==> src/rtl/spatial_conv_controller.sv <==
// spatial_conv_controller: sequences one full-frame KERNEL_SIZE x KERNEL_SIZE
// convolution pass. Streams read addresses to the input RAM, gates the window
// buffer shift on returning data, and issues output-RAM writes for every
// non-border window.
// Optional feature: define CONV_CTRL_OVF_COUNT_EN to build the saturating
// overflow counter behind ovf_count_o; otherwise the port is tied to zero.
module spatial_conv_controller #(
    parameter int ADDR_WIDTH  = 16,
    parameter int N_ROWS      = 108,
    parameter int N_COLS      = 160,
    parameter int KERNEL_SIZE = 3,
    parameter int RD_LATENCY  = 1
) (
    input  logic                  clk_i,
    input  logic                  rst_i,
    input  logic                  start_i,
    input  logic                  pause_i,
    input  logic                  overflow_i,
    output logic [ADDR_WIDTH-1:0] rd_addr_o,
    output logic                  rd_en_o,
    output logic                  buf_en_o,
    output logic [ADDR_WIDTH-1:0] wr_addr_o,
    output logic                  wr_en_o,
    output logic                  busy_o,
    output logic                  done_o,
    output logic [15:0]           ovf_count_o
);

    localparam int RW    = (N_ROWS > 1) ? $clog2(N_ROWS) : 1;
    localparam int CW    = (N_COLS > 1) ? $clog2(N_COLS) : 1;
    localparam int N_PIX = N_ROWS * N_COLS;
    localparam int N_WR  = (N_ROWS - KERNEL_SIZE + 1) * (N_COLS - KERNEL_SIZE + 1);

    localparam logic [ADDR_WIDTH-1:0] RD_LAST  = ADDR_WIDTH'(N_PIX - 1);
    localparam logic [ADDR_WIDTH-1:0] WR_LAST  = ADDR_WIDTH'(N_WR - 1);
    localparam logic [RW-1:0]         ROW_LAST = RW'(N_ROWS - 1);
    localparam logic [CW-1:0]         COL_LAST = CW'(N_COLS - 1);
    localparam logic [RW-1:0]         ROW_MIN  = RW'(KERNEL_SIZE - 1);
    localparam logic [CW-1:0]         COL_MIN  = CW'(KERNEL_SIZE - 1);

    typedef enum logic [1:0] {
        IDLE,
        RUN,
        DRAIN,
        DONE
    } state_t;

    state_t                  state;
    state_t                  state_nxt;
    logic                    rd_en;
    logic                    busy;
    logic                    done;
    logic                    start_acc;
    logic [ADDR_WIDTH-1:0]   rd_addr;
    logic [ADDR_WIDTH-1:0]   wr_addr;
    logic [RW-1:0]           row;
    logic [CW-1:0]           col;
    logic [RD_LATENCY-1:0]   rd_pipe;
    logic                    wr_en_q;
    logic                    buf_en;

    assign start_acc = start_i && ((state == IDLE) || (state == DONE));
    assign buf_en    = rd_pipe[RD_LATENCY-1];

    // State register
    always_ff @(posedge clk_i) begin
        if (rst_i) begin
            state <= IDLE;
        end else begin
            state <= state_nxt;
        end
    end

    // Next-state: leave RUN on the final read, leave DRAIN after the final write
    always_comb begin
        state_nxt = state;
        case (state)
            IDLE:    if (start_i) state_nxt = RUN;
            RUN:     if (rd_en && (rd_addr == RD_LAST)) state_nxt = DRAIN;
            DRAIN:   if (wr_en_q && (wr_addr == WR_LAST)) state_nxt = DONE;
            DONE:    if (start_i) state_nxt = RUN;
            default: state_nxt = IDLE;
        endcase
    end

    // State-decoded outputs
    always_comb begin
        rd_en = 1'b0;
        busy  = 1'b0;
        done  = 1'b0;
        case (state)
            RUN: begin
                rd_en = !pause_i;
                busy  = 1'b1;
            end
            DRAIN:   busy = 1'b1;
            DONE:    done = 1'b1;
            default: ;
        endcase
    end

    // Address counters, read-latency delay line, push position and write strobe
    always_ff @(posedge clk_i) begin
        if (rst_i || start_acc) begin
            rd_addr <= '0;
            wr_addr <= '0;
            row     <= '0;
            col     <= '0;
            rd_pipe <= '0;
            wr_en_q <= 1'b0;
        end else begin
            rd_pipe[0] <= rd_en;
            for (int unsigned i = 1; i < RD_LATENCY; i++) begin
                rd_pipe[i] <= rd_pipe[i-1];
            end
            // Addresses stop on their last value so they never leave the frame
            if (rd_en && (rd_addr != RD_LAST)) begin
                rd_addr <= rd_addr + 1'b1;
            end
            if (buf_en) begin
                if (col == COL_LAST) begin
                    col <= '0;
                    row <= (row == ROW_LAST) ? '0 : row + 1'b1;
                end else begin
                    col <= col + 1'b1;
                end
            end
            // Window output settles the cycle after the push that completes it
            wr_en_q <= buf_en && (row >= ROW_MIN) && (col >= COL_MIN);
            if (wr_en_q && (wr_addr != WR_LAST)) begin
                wr_addr <= wr_addr + 1'b1;
            end
        end
    end

    assign rd_en_o   = rd_en;
    assign rd_addr_o = rd_addr;
    assign buf_en_o  = buf_en;
    assign wr_en_o   = wr_en_q;
    assign wr_addr_o = wr_addr;
    assign busy_o    = busy;
    assign done_o    = done;

`ifdef CONV_CTRL_OVF_COUNT_EN
    logic [15:0] ovf_count;

    // Saturating count of writes flagged as overflowed, cleared per frame
    always_ff @(posedge clk_i) begin
        if (rst_i || start_acc) begin
            ovf_count <= '0;
        end else if (wr_en_q && overflow_i && (ovf_count != 16'hFFFF)) begin
            ovf_count <= ovf_count + 1'b1;
        end
    end

    assign ovf_count_o = ovf_count;
`else
    logic unused_overflow;

    assign unused_overflow = overflow_i;
    assign ovf_count_o     = '0;
`endif

endmodule
==> config.mk <==
export PLATFORM = sky130hd
export DESIGN_NAME = spatial_conv_controller
export DESIGN_NICKNAME = d
export VERILOG_FILES = /design/src/rtl/spatial_conv_controller.sv
export SDC_FILE = /design/constraint.sdc
export NUM_CORES = 1
export LEC_CHECK = 0
export ABC_AREA = 1
export ABC_CLOCK_PERIOD_IN_PS = 2950
export CORE_MARGIN = 2
export CORE_UTILIZATION = 45
export CTS_CLUSTER_SIZE = 8
export DETAILED_ROUTE_END_ITERATION = 6
export GPL_TIMING_DRIVEN = 0
export PLACE_DENSITY = 0.71
export SETUP_SLACK_MARGIN = 0.4
export SLEW_MARGIN = 0
export SYNTH_ARGS = -nofsm -noshare
export SYNTH_HDL_FRONTEND = slang
export SYNTH_SLANG_ARGS = --single-unit
==> constraint.sdc <==
create_clock -name clk_i -period 2.95 [get_ports clk_i]
set_input_delay 0.4425 -clock clk_i [delete_from_list [all_inputs] [get_ports clk_i]]
set_output_delay 0.4425 -clock clk_i [all_outputs]
set_load 0.01 [all_outputs]
# Word level (Yosys, flattened, before mapping)
# Index checks and enable logic that the tools add are counted.
[classes]
eq_ne = 12
muxes = 9
n_reduce_logical = 15
addsub = 4
magnitude_cmp = 2
[ops]
columns = ["op", "count"]
rows = [
  ["$add A16 B1 Y16 const B", 2],
  ["$eq A16 B15 Y1 const B", 2],
  ["$ne A16 B15 Y1 const B", 2],
  ["$add A8 B1 Y8 const B", 1],
  ["$eq A8 B8 Y1 const B", 1],
  ["$ge A8 B2 Y1 const B", 1],
  ["$mux W8", 1],
  ["$add A7 B1 Y7 const B", 1],
  ["$eq A7 B7 Y1 const B", 1],
  ["$ge A7 B2 Y1 const B", 1],
  ["$logic_and A1 B1 Y1", 7],
  ["$mux W7", 1],
  ["$mux W2", 3],
  ["$pmux W2 S3", 1],
  ["$eq A2 B2 Y1 const B", 2],
  ["$ne A2 B2 Y1 const B", 2],
  ["$reduce_or A2 Y1", 2],
  ["$mux W1", 3],
  ["$reduce_and A3 Y1", 1],
  ["$eq A2 B1 Y1 const B", 1],
  ["$logic_not A2 Y1", 1],
  ["$logic_or A1 B1 Y1", 2],
  ["$ne A2 B1 Y1 const B", 1],
  ["$reduce_and A2 Y1", 1],
  ["$logic_not A1 Y1", 1],
]
[word_totals]
in_bits = 5
wordCells = 49
output_inout_bits = 53
register_bits = 51

# Depth between registers and ports, before layout
# Gate-level depths: netlist (run 1).
[depth]
word_depth = 5
depth_mapped = 10
mapped_depth_nobuf = 10

# Worst setup path after synthesis (run 1)
# Ideal clock, no wire load.
[synth_path]
path_kind = "reg-to-reg"
from = "register state[0]"
to = "register col[6]"
setup_ps = 78
path_buffers = 2
arrival_ps = 1464
synth_period_minus_slack_ps = 1541
stages_incl_launch_ff = 8
t_required_ps = 2872
path_slack_ps = 1409
cell_sequence = "dfxtp_1 inv_1 ha_1 a21oi_1 buf_2 inv_2 buf_2 nor3_1"
[synth_via]
elab_chain_cells = 4
elab_cells_between_ends = 5
cone_classes = "eq/ne: 1; reduce/logical: 4"
[synth_rtl]
columns = ["element", "line_no", "source"]
rows = [
  ["start, declared", "48", "state_t state;"],
  ["start signal, assigned", "70", "state <= state_nxt;"],
  ["$eq A2 B2 Y1 or $logic_not A2 Y1 (tied branches)", "62", "assign start_acc = start_i && ((state == IDLE) || (state == DONE));"],
  ["$logic_or A1 B1 Y1 (*)", "62", ""],
  ["$logic_and A1 B1 Y1 (*)", "62", ""],
  ["$logic_or A1 B1 Y1 (*)", "104", "if (rst_i || start_acc) begin"],
  ["end signal, assigned", "125", "col <= col + 1'b1;"],
  ["end, declared", "57", "logic [CW-1:0] col;"],
]
# Every way passes the cells marked *; elsewhere a longest branch is shown, timed or not.
# A chain may end at the register's enable or synchronous reset.

# Worst setup path in the final report (run 1)
[layout_path]
from = "register state[0]"
to = "output busy_o"
[layout_via]
elab_chain_cells = 3
elab_cells_between_ends = 4
cone_classes = "eq/ne: 2; mux: 1; reduce/logical: 1"
[layout_rtl]
columns = ["element", "line_no", "source"]
rows = [
  ["$eq A2 B2 Y1 or $eq A2 B1 Y1 (tied branches)", "91", "case (state)"],
  ["$reduce_or A2 Y1 (no source line) (*)", "--", ""],
  ["$mux W1 (*)", "91", ""],
  ["end, declared", "24", "output logic busy_o,"],
]
# Marked as above.

==> summary.txt, run 1 <==
DIE
--------------------------------------------------------------------------------
Core region area                                                       6390 um^2
Die Outline Area                                                       7340 um^2
Die height                                                               85.7 um
Total I/O pin count                                                           58
Initial cell density of the core                                           0.470
Chip Width                                                               85.7 um
Number of placement rows                                                      29

GLOBAL ROUTING
--------------------------------------------------------------------------------
Vias in the first global route                                              2654
Number of antenna violations at the first check in global routing              0
First-pass GRT wire length                                              11700 um
Total grt overflow                                                             0
Tot GR Track Use                                                           0.195
Largest net degree at the start of global routing                             16

SETUP PATH
--------------------------------------------------------------------------------
Timing startpoint of the critical path                                  state[0]
Reg-to-reg critical path startpoint                                     state[0]
Startpoint Class                                                        register
Slowest cell delay on critical path                                      0.54 ns
Crit Path Max Fanout                                                           4
Required time worst endpoint                                             2.51 ns
Type of the worst setup path                                        register to primary output
Kind of capture point of the worst setup path                       primary output
Cells along the critical path                                       inv_1 > ha_1 > inv_1 > clkdlybuf4s50_1
CP max-delay cell                                                   sky130_fd_sc_hd__clkdlybuf4s50_1
Crit-path most repeated cell                                        sky130_fd_sc_hd__inv_1
Critical path data arrival time                                          1.72 ns

STA
--------------------------------------------------------------------------------
Period minus WS final                                                    2.16 ns
RSZ-0062 raised after global routing                                          no
Setup_tns                                                                   0 ns
Largest clock skew in the final design                                0.00721 ns
Worst hold margin                                                       0.505 ns
Total count of hold-check failures in the final report                         0
Max-slew violation count                                                       0
Post-layout worst setup margin                                          0.792 ns
Final Cycle Share                                                          0.732
Final setup violation count                                                    0
Maximum achievable frequency                                             463 MHz

YOSYS
--------------------------------------------------------------------------------
Number of warnings reported in the yosys synthesis log                         0
Number of enable-type register cells in the synthesized netlist                0
Primary flip-flop cell chosen by synthesis mapping                  sky130_fd_sc_hd__dfxtp_1
Yosys cell types                                                              37
Netlist area before placement                                          3000 um^2
Avg Synthesized Cell Area                                              6.84 um^2
Fraction of registers with async set/reset                                     0
Total of flip-flops plus latches after synthesis                              51
Post-synthesis cell count                                                    439
Sequential element share of the synthesized area                           0.340

CLOCKING
--------------------------------------------------------------------------------
Quantity of gates resized following cts                                        0
Total clock sinks                                                             51
Clock-pin transition on the worst setup and hold timing paths            0.09 ns
Count of buffers added by post-CTS timing repair for setup                     0
Clock network latency to the later pin of the worst-skew pair            0.31 ns
Deepest level of the CTS H-tree                                                2
Buffer depth of the longest clock path                                         2
TritonCTS clock tree                                                        done
CTS Root Buffer Type                                                sky130_fd_sc_hd__clkbuf_8
Hold buffers post-CTS                                                          0
Number of buffers created by CTS                                               5

WORST HOLD PATH
--------------------------------------------------------------------------------
Hold wc startpoint                                                        row[6]
Worst hold path class                                               register to register

PLACEMENT
--------------------------------------------------------------------------------
Count of buffers inserted at the top-level ports                              40
Post-detailed-placement half-perimeter wirelength                        5360 um
Gp weighted congestion                                                     0.940
Pre-CTS setup slack                                                     0.879 ns

FINISH
--------------------------------------------------------------------------------
Most frequent cells in the layout                                   sky130_fd_sc_hd__nand2_1, sky130_fd_sc_hd__nor2_1, sky130_fd_sc_hd__dfxtp_1
Count of antenna diodes in the layout                                          0
Sequential cell area                                                   1020 um^2
Layout area overhead                                                       21.2%
Most common library cell in the layout ignoring fill and taps       sky130_fd_sc_hd__nand2_1
NumNets Final                                                                516
Fill cells                                                                   612
Area of the multi-input gates                                          1640 um^2
Fraction of final layout cells with drive strength greater than 1          0.114

ROUTE
--------------------------------------------------------------------------------
Total DRC errors in the routed layout                                          0
Total via count in the routed design                                        2900
Final routed wirelength across all metal layers                          6870 um
Iter 0 DRT Violations                                                        113
Count of TritonRoute iterations in the first routing pass                      4
Antenna Violating Nets Remaining                                               0
Average detailed-routed wire length per instance                         11.9 um
Average via count per standard cell                                         5.01

PWR
--------------------------------------------------------------------------------
Static leakage                                                           1.38 nW
Maximum vdd drop                                                        0.360 mV
Power density relative to cell area                                  410 nW/um^2

STATUS
--------------------------------------------------------------------------------
Outcome                                                                completed

JOB
--------------------------------------------------------------------------------
Number of maximum-capacitance violations                                       0

==> final cells by class <==
class,instances,share of cell area
buffer,24,0.0495
clock buffer,6,0.0199
clock inverter,2,0.00344
inverter,57,0.0591
multi-input combinational,322,0.451
sequential,51,0.280
tap,77,0.0265
timing repair buffer,40,0.110
==> synth_stat cells, drive strengths merged, types with 2 or more instances <==
cell | count | area, um^2
nand4 | 10 | 77.6
ha | 10 | 125
dfxtp | 51 | 1020
a31oi | 2 | 12.5
nor2 | 54 | 213
nand2 | 103 | 409
nand3 | 29 | 158
nor3 | 23 | 130
o21ai | 19 | 95.1
xnor2 | 3 | 26.3
inv | 55 | 206
a21oi | 33 | 165
or2 | 3 | 18.8
and3 | 2 | 12.5
clkinv | 2 | 8.75
nor3b | 3 | 32.5
buf | 23 | 176
xor2 | 8 | 70.1
==> cells by family after synthesis <==
| family | share of synthesized area |
|---|---|
| AOI/OAI and AO/OA | 0.0908 |
| DFF | 0.340 |
| adders and majority gates | 0.0417 |
| buffers and inverters | 0.132 |
| and+or+nand+nor | 0.363 |
| xor gates and xnor gates | 0.0321 |
| other | 0.00125 |
==> through the flow <==
step / instance area (um^2) / std cells / util / power, mW
2_1_floorplan: 3060 / 454 / - / 0.986
3_3_place_gp: 3560 / 571 / 0.557 / 1.10
3_5_place_dp: 3560 / 571 / 0.557 / 1.11
4_1_cts: 3640 / 579 / 0.570 / 1.51
5_1_grt: 3640 / 579 / 0.570 / 1.59
6_report: 3640 / 579 / 0.570 / 1.49
==> layer usage <==
metal	up-vias	global-route usage	routed length (um)
li1	1510	-	-
met1	1301	0.256	3160
met2	79	0.326	3220
met3	10	0.0356	410
met4	0	0.0577	77
met5	-	0	0
==> sequential cells by signal, indices dropped and copies added, names as in the netlist <==
name,count
wr_addr_o,16
buf_en_o,1
col,8
state,2
wr_en_o,1
rd_addr_o,16
row,7
==> final timing paths <==
| path | cells after the start | slack [ns] | end |
|---|---|---|---|
| setup / recovery | 4 | 0.79 | busy_o |
| hold / removal | 2 | 0.50 | row[6] |
| setup reg to reg | 7 | 1.04 | wr_addr_o[14] |
| hold reg to reg | 2 | 0.50 | row[6] |
==> worst max-delay path: cells and delay by family, from the launching register on <==
kind,cells,cell delay [ns]
fa+ha+maj,1,0.31
flops,1,0.39
buf+inv,3,0.70
==> power breakdown <==
group | total, mW | switching [mW] | internal (mW)
combinational | 0.358 | 0.216 | 0.142
clock | 0.407 | 0.240 | 0.166
sequential | 0.729 | 0.0218 | 0.708
Note: power is estimated with default switching activity, not from simulation.
==> run 2: changes to the inputs <==
--- a/config.mk
+++ b/config.mk
@@ -6,13 +6,13 @@
 export NUM_CORES = 1
 export LEC_CHECK = 0
 export ABC_AREA = 1
-export ABC_CLOCK_PERIOD_IN_PS = 2950
+export ABC_CLOCK_PERIOD_IN_PS = 1900
 export CORE_MARGIN = 2
 export CORE_UTILIZATION = 45
 export CTS_CLUSTER_SIZE = 8
 export DETAILED_ROUTE_END_ITERATION = 6
 export GPL_TIMING_DRIVEN = 0
-export PLACE_DENSITY = 0.71
+export PLACE_DENSITY = 0.74
 export SETUP_SLACK_MARGIN = 0.4
 export SLEW_MARGIN = 0
 export SYNTH_ARGS = -nofsm -noshare
==> constraint.sdc (replaced) <==
create_clock -name clk_i -period 1.9 [get_ports clk_i]
set_input_delay 0.285 -clock clk_i [delete_from_list [all_inputs] [get_ports clk_i]]
set_output_delay 0.285 -clock clk_i [all_outputs]
set_load 0.01 [all_outputs]
==> summary.txt, run 2 (synthesis results as in run 1) <==
SETUP PATH
--------------------------------------------------------------------------------
Top cell family by delay on the critical path                         flip-flops   was buffers and inverters
Type of the worst setup path                                        register to primary output   unchanged
Startpoint Class                                                        register   unchanged
Critical path data arrival time                                          1.18 ns   was 1.72 ns
Required time worst endpoint                                             1.62 ns   was 2.51 ns
Critical path buffers and inverters                                            3   unchanged
CP max-delay cell                                                   sky130_fd_sc_hd__dfxtp_2   was sky130_fd_sc_hd__clkdlybuf4s50_1
Cells along the critical path                                       buf_6 > ha_4 > nand2_4 > inv_2 > buf_2   was inv_1 > ha_1 > inv_1 > clkdlybuf4s50_1
Slowest cell delay on critical path                                      0.34 ns   was 0.54 ns
Crit Path Max Fanout                                                           3   was 4
Slack of the worst reg-to-reg path                                       0.44 ns   was 1.04 ns
Kind of capture point of the worst setup path                       primary output   unchanged

ROUTE
--------------------------------------------------------------------------------
Average via count per standard cell                                         5.12   was 5.01
Total via count in the routed design                                        3022   was 2900
Iter 0 DRT Violations                                                        176   was 113
Average detailed-routed wire length per instance                         12.9 um   was 11.9 um
Count of TritonRoute iterations in the first routing pass                      5   was 4
Final routed wirelength across all metal layers                          7620 um   was 6870 um
Total DRC errors in the routed layout                                          0   unchanged
Antenna Violating Nets Remaining                                               0   unchanged

FINISH
--------------------------------------------------------------------------------
Most common library cell in the layout ignoring fill and taps       sky130_fd_sc_hd__nand2_1   unchanged
Share of the core filled with cells in the final layout                    0.621   was 0.570
Most frequent cells in the layout                                   sky130_fd_sc_hd__nand2_1, sky130_fd_sc_hd__nor2_1, sky130_fd_sc_hd__inv_1   was sky130_fd_sc_hd__nand2_1, sky130_fd_sc_hd__nor2_1, sky130_fd_sc_hd__dfxtp_1
Post-route cell area                                                   3970 um^2   was 3640 um^2
Count of antenna diodes in the layout                                          0   unchanged
Layout area overhead                                                       32.0%   was 21.2%
Fraction of final layout cells with drive strength greater than 1          0.273   was 0.114
NumNets Final                                                                527   was 516

CLOCKING
--------------------------------------------------------------------------------
Number of buffers created by CTS                                               5   unchanged
Clock-pin transition on the worst setup and hold timing paths            0.10 ns   was 0.09 ns
Buffer depth of the longest clock path                                         2   unchanged
Clock network latency to the later pin of the worst-skew pair            0.31 ns   about the same
Hold buffers post-CTS                                                          0   unchanged
CTS Root Buffer Type                                                sky130_fd_sc_hd__clkbuf_8   unchanged
Deepest level of the CTS H-tree                                                2   unchanged
TritonCTS clock tree                                                        done   unchanged
Total clock sinks                                                             51   unchanged

PWR
--------------------------------------------------------------------------------
Maximum vdd drop                                                        0.541 mV   was 0.360 mV
Static leakage                                                           1.67 nW   was 1.38 nW
Power density relative to cell area                                  629 nW/um^2   was 410 nW/um^2

PLACEMENT
--------------------------------------------------------------------------------
Post-detailed-placement half-perimeter wirelength                        5330 um   was 5360 um
Count of buffers inserted at the top-level ports                              40   unchanged
Gp weighted congestion                                                     0.893   was 0.940
Pre-CTS setup slack                                                     0.107 ns   was 0.879 ns
Instance area at placement                                             3560 um^2   about the same

GLOBAL ROUTING
--------------------------------------------------------------------------------
First-pass GRT wire length                                              12200 um   was 11700 um
Total grt overflow                                                             0   unchanged
Number of antenna violations at the first check in global routing              0   unchanged
Tot GR Track Use                                                           0.204   was 0.195
Largest net degree at the start of global routing                             16   unchanged
Vias in the first global route                                              2584   was 2654

STA
--------------------------------------------------------------------------------
RSZ-0062 raised after global routing                                         yes   was no
Maximum achievable frequency                                             685 MHz
Worst hold margin                                                       0.463 ns   was 0.505 ns
Post-layout worst setup margin                                          0.439 ns   was 0.792 ns
Period minus WS final                                                    1.46 ns
Max-slew violation count                                                       0   unchanged
Final Cycle Share                                                          0.769
Total count of hold-check failures in the final report                         0   unchanged
Setup_tns                                                                   0 ns   unchanged
Largest clock skew in the final design                                0.00837 ns   was 0.00721 ns
Final setup violation count                                                    0   unchanged

DIE
--------------------------------------------------------------------------------
Initial cell density of the core                                           0.470   unchanged
Chip Width                                                               85.7 um   unchanged
Total I/O pin count                                                           58   unchanged
Core region area                                                       6390 um^2   unchanged
Die height                                                               85.7 um   unchanged
Die Outline Area                                                       7340 um^2   unchanged
Number of placement rows                                                      29   unchanged

JOB
--------------------------------------------------------------------------------
Number of maximum-capacitance violations                                       0   unchanged

STATUS
--------------------------------------------------------------------------------
Outcome                                                                completed   unchanged

WORST HOLD PATH
--------------------------------------------------------------------------------
Worst hold path class                                               register to register   unchanged

## run 2: where the power goes
part / internal, mW / switching, mW
clock network: 0.258 / 0.373
logic: 0.309 / 0.408
registers: 1.10 / 0.0459
total: 1.67 / 0.827
## run 2: worst register-to-register path: stages (launching register included)
cell	delay [ns]
sky130_fd_sc_hd__dfxtp_4	0.38
sky130_fd_sc_hd__ha_4	0.17
sky130_fd_sc_hd__nand3_4	0.10
sky130_fd_sc_hd__nor2_4	0.05
sky130_fd_sc_hd__nand2_1	0.07
sky130_fd_sc_hd__nand2_2	0.10
sky130_fd_sc_hd__inv_4	0.12
sky130_fd_sc_hd__buf_6	0.16
sky130_fd_sc_hd__nand2_1	0.07
sky130_fd_sc_hd__a21oi_1	0.18
## run 2: metal layers
layer,wire (um),global-route usage,part of all wire
met5,0,0,0
met1,3310,0.269,0.43
met3,448,0.0385,0.059
met4,137,0.0592,0.018
met2,3730,0.340,0.49
## run 2: what timing repair did
action,CTS,global route
gates resized for setup,95,54
gates cloned,0,0
setup endpoints to repair,81,40
setup buffers,3,8
pin swaps,2,13
## run 2: path summary, 6_finish.rpt
check	depth (start not counted)	endpoint	startpoint
worst max-delay path	5	rd_en_o	state[0]
worst max register to register	9	rd_addr_o[3]	rd_addr_o[1]
worst min-delay path	1	wr_addr_o[0]	wr_addr_o[0]
worst min register to register	1	wr_addr_o[0]	wr_addr_o[0]
## run 2: final cells by class
class,instances,area (um^2)
Buffer,24,206
Fill cell,594,2420
Timing Repair Buffer,51,429
Inverter,57,223
Clock buffer,6,72.6
Tap cell,77,96.3
Multi-Input combinational cell,322,1830
Clock inverter,2,12.5
Sequential cell,51,1090
## run 2: per-stage QoR
step | instances | power (mW)
final | 590 | 2.50
after global routing | 590 | 2.64
after CTS | 582 | 2.39
after detailed placement | 571 | 1.72
after global placement | 571 | 1.71
after floorplan | 454 | 1.54
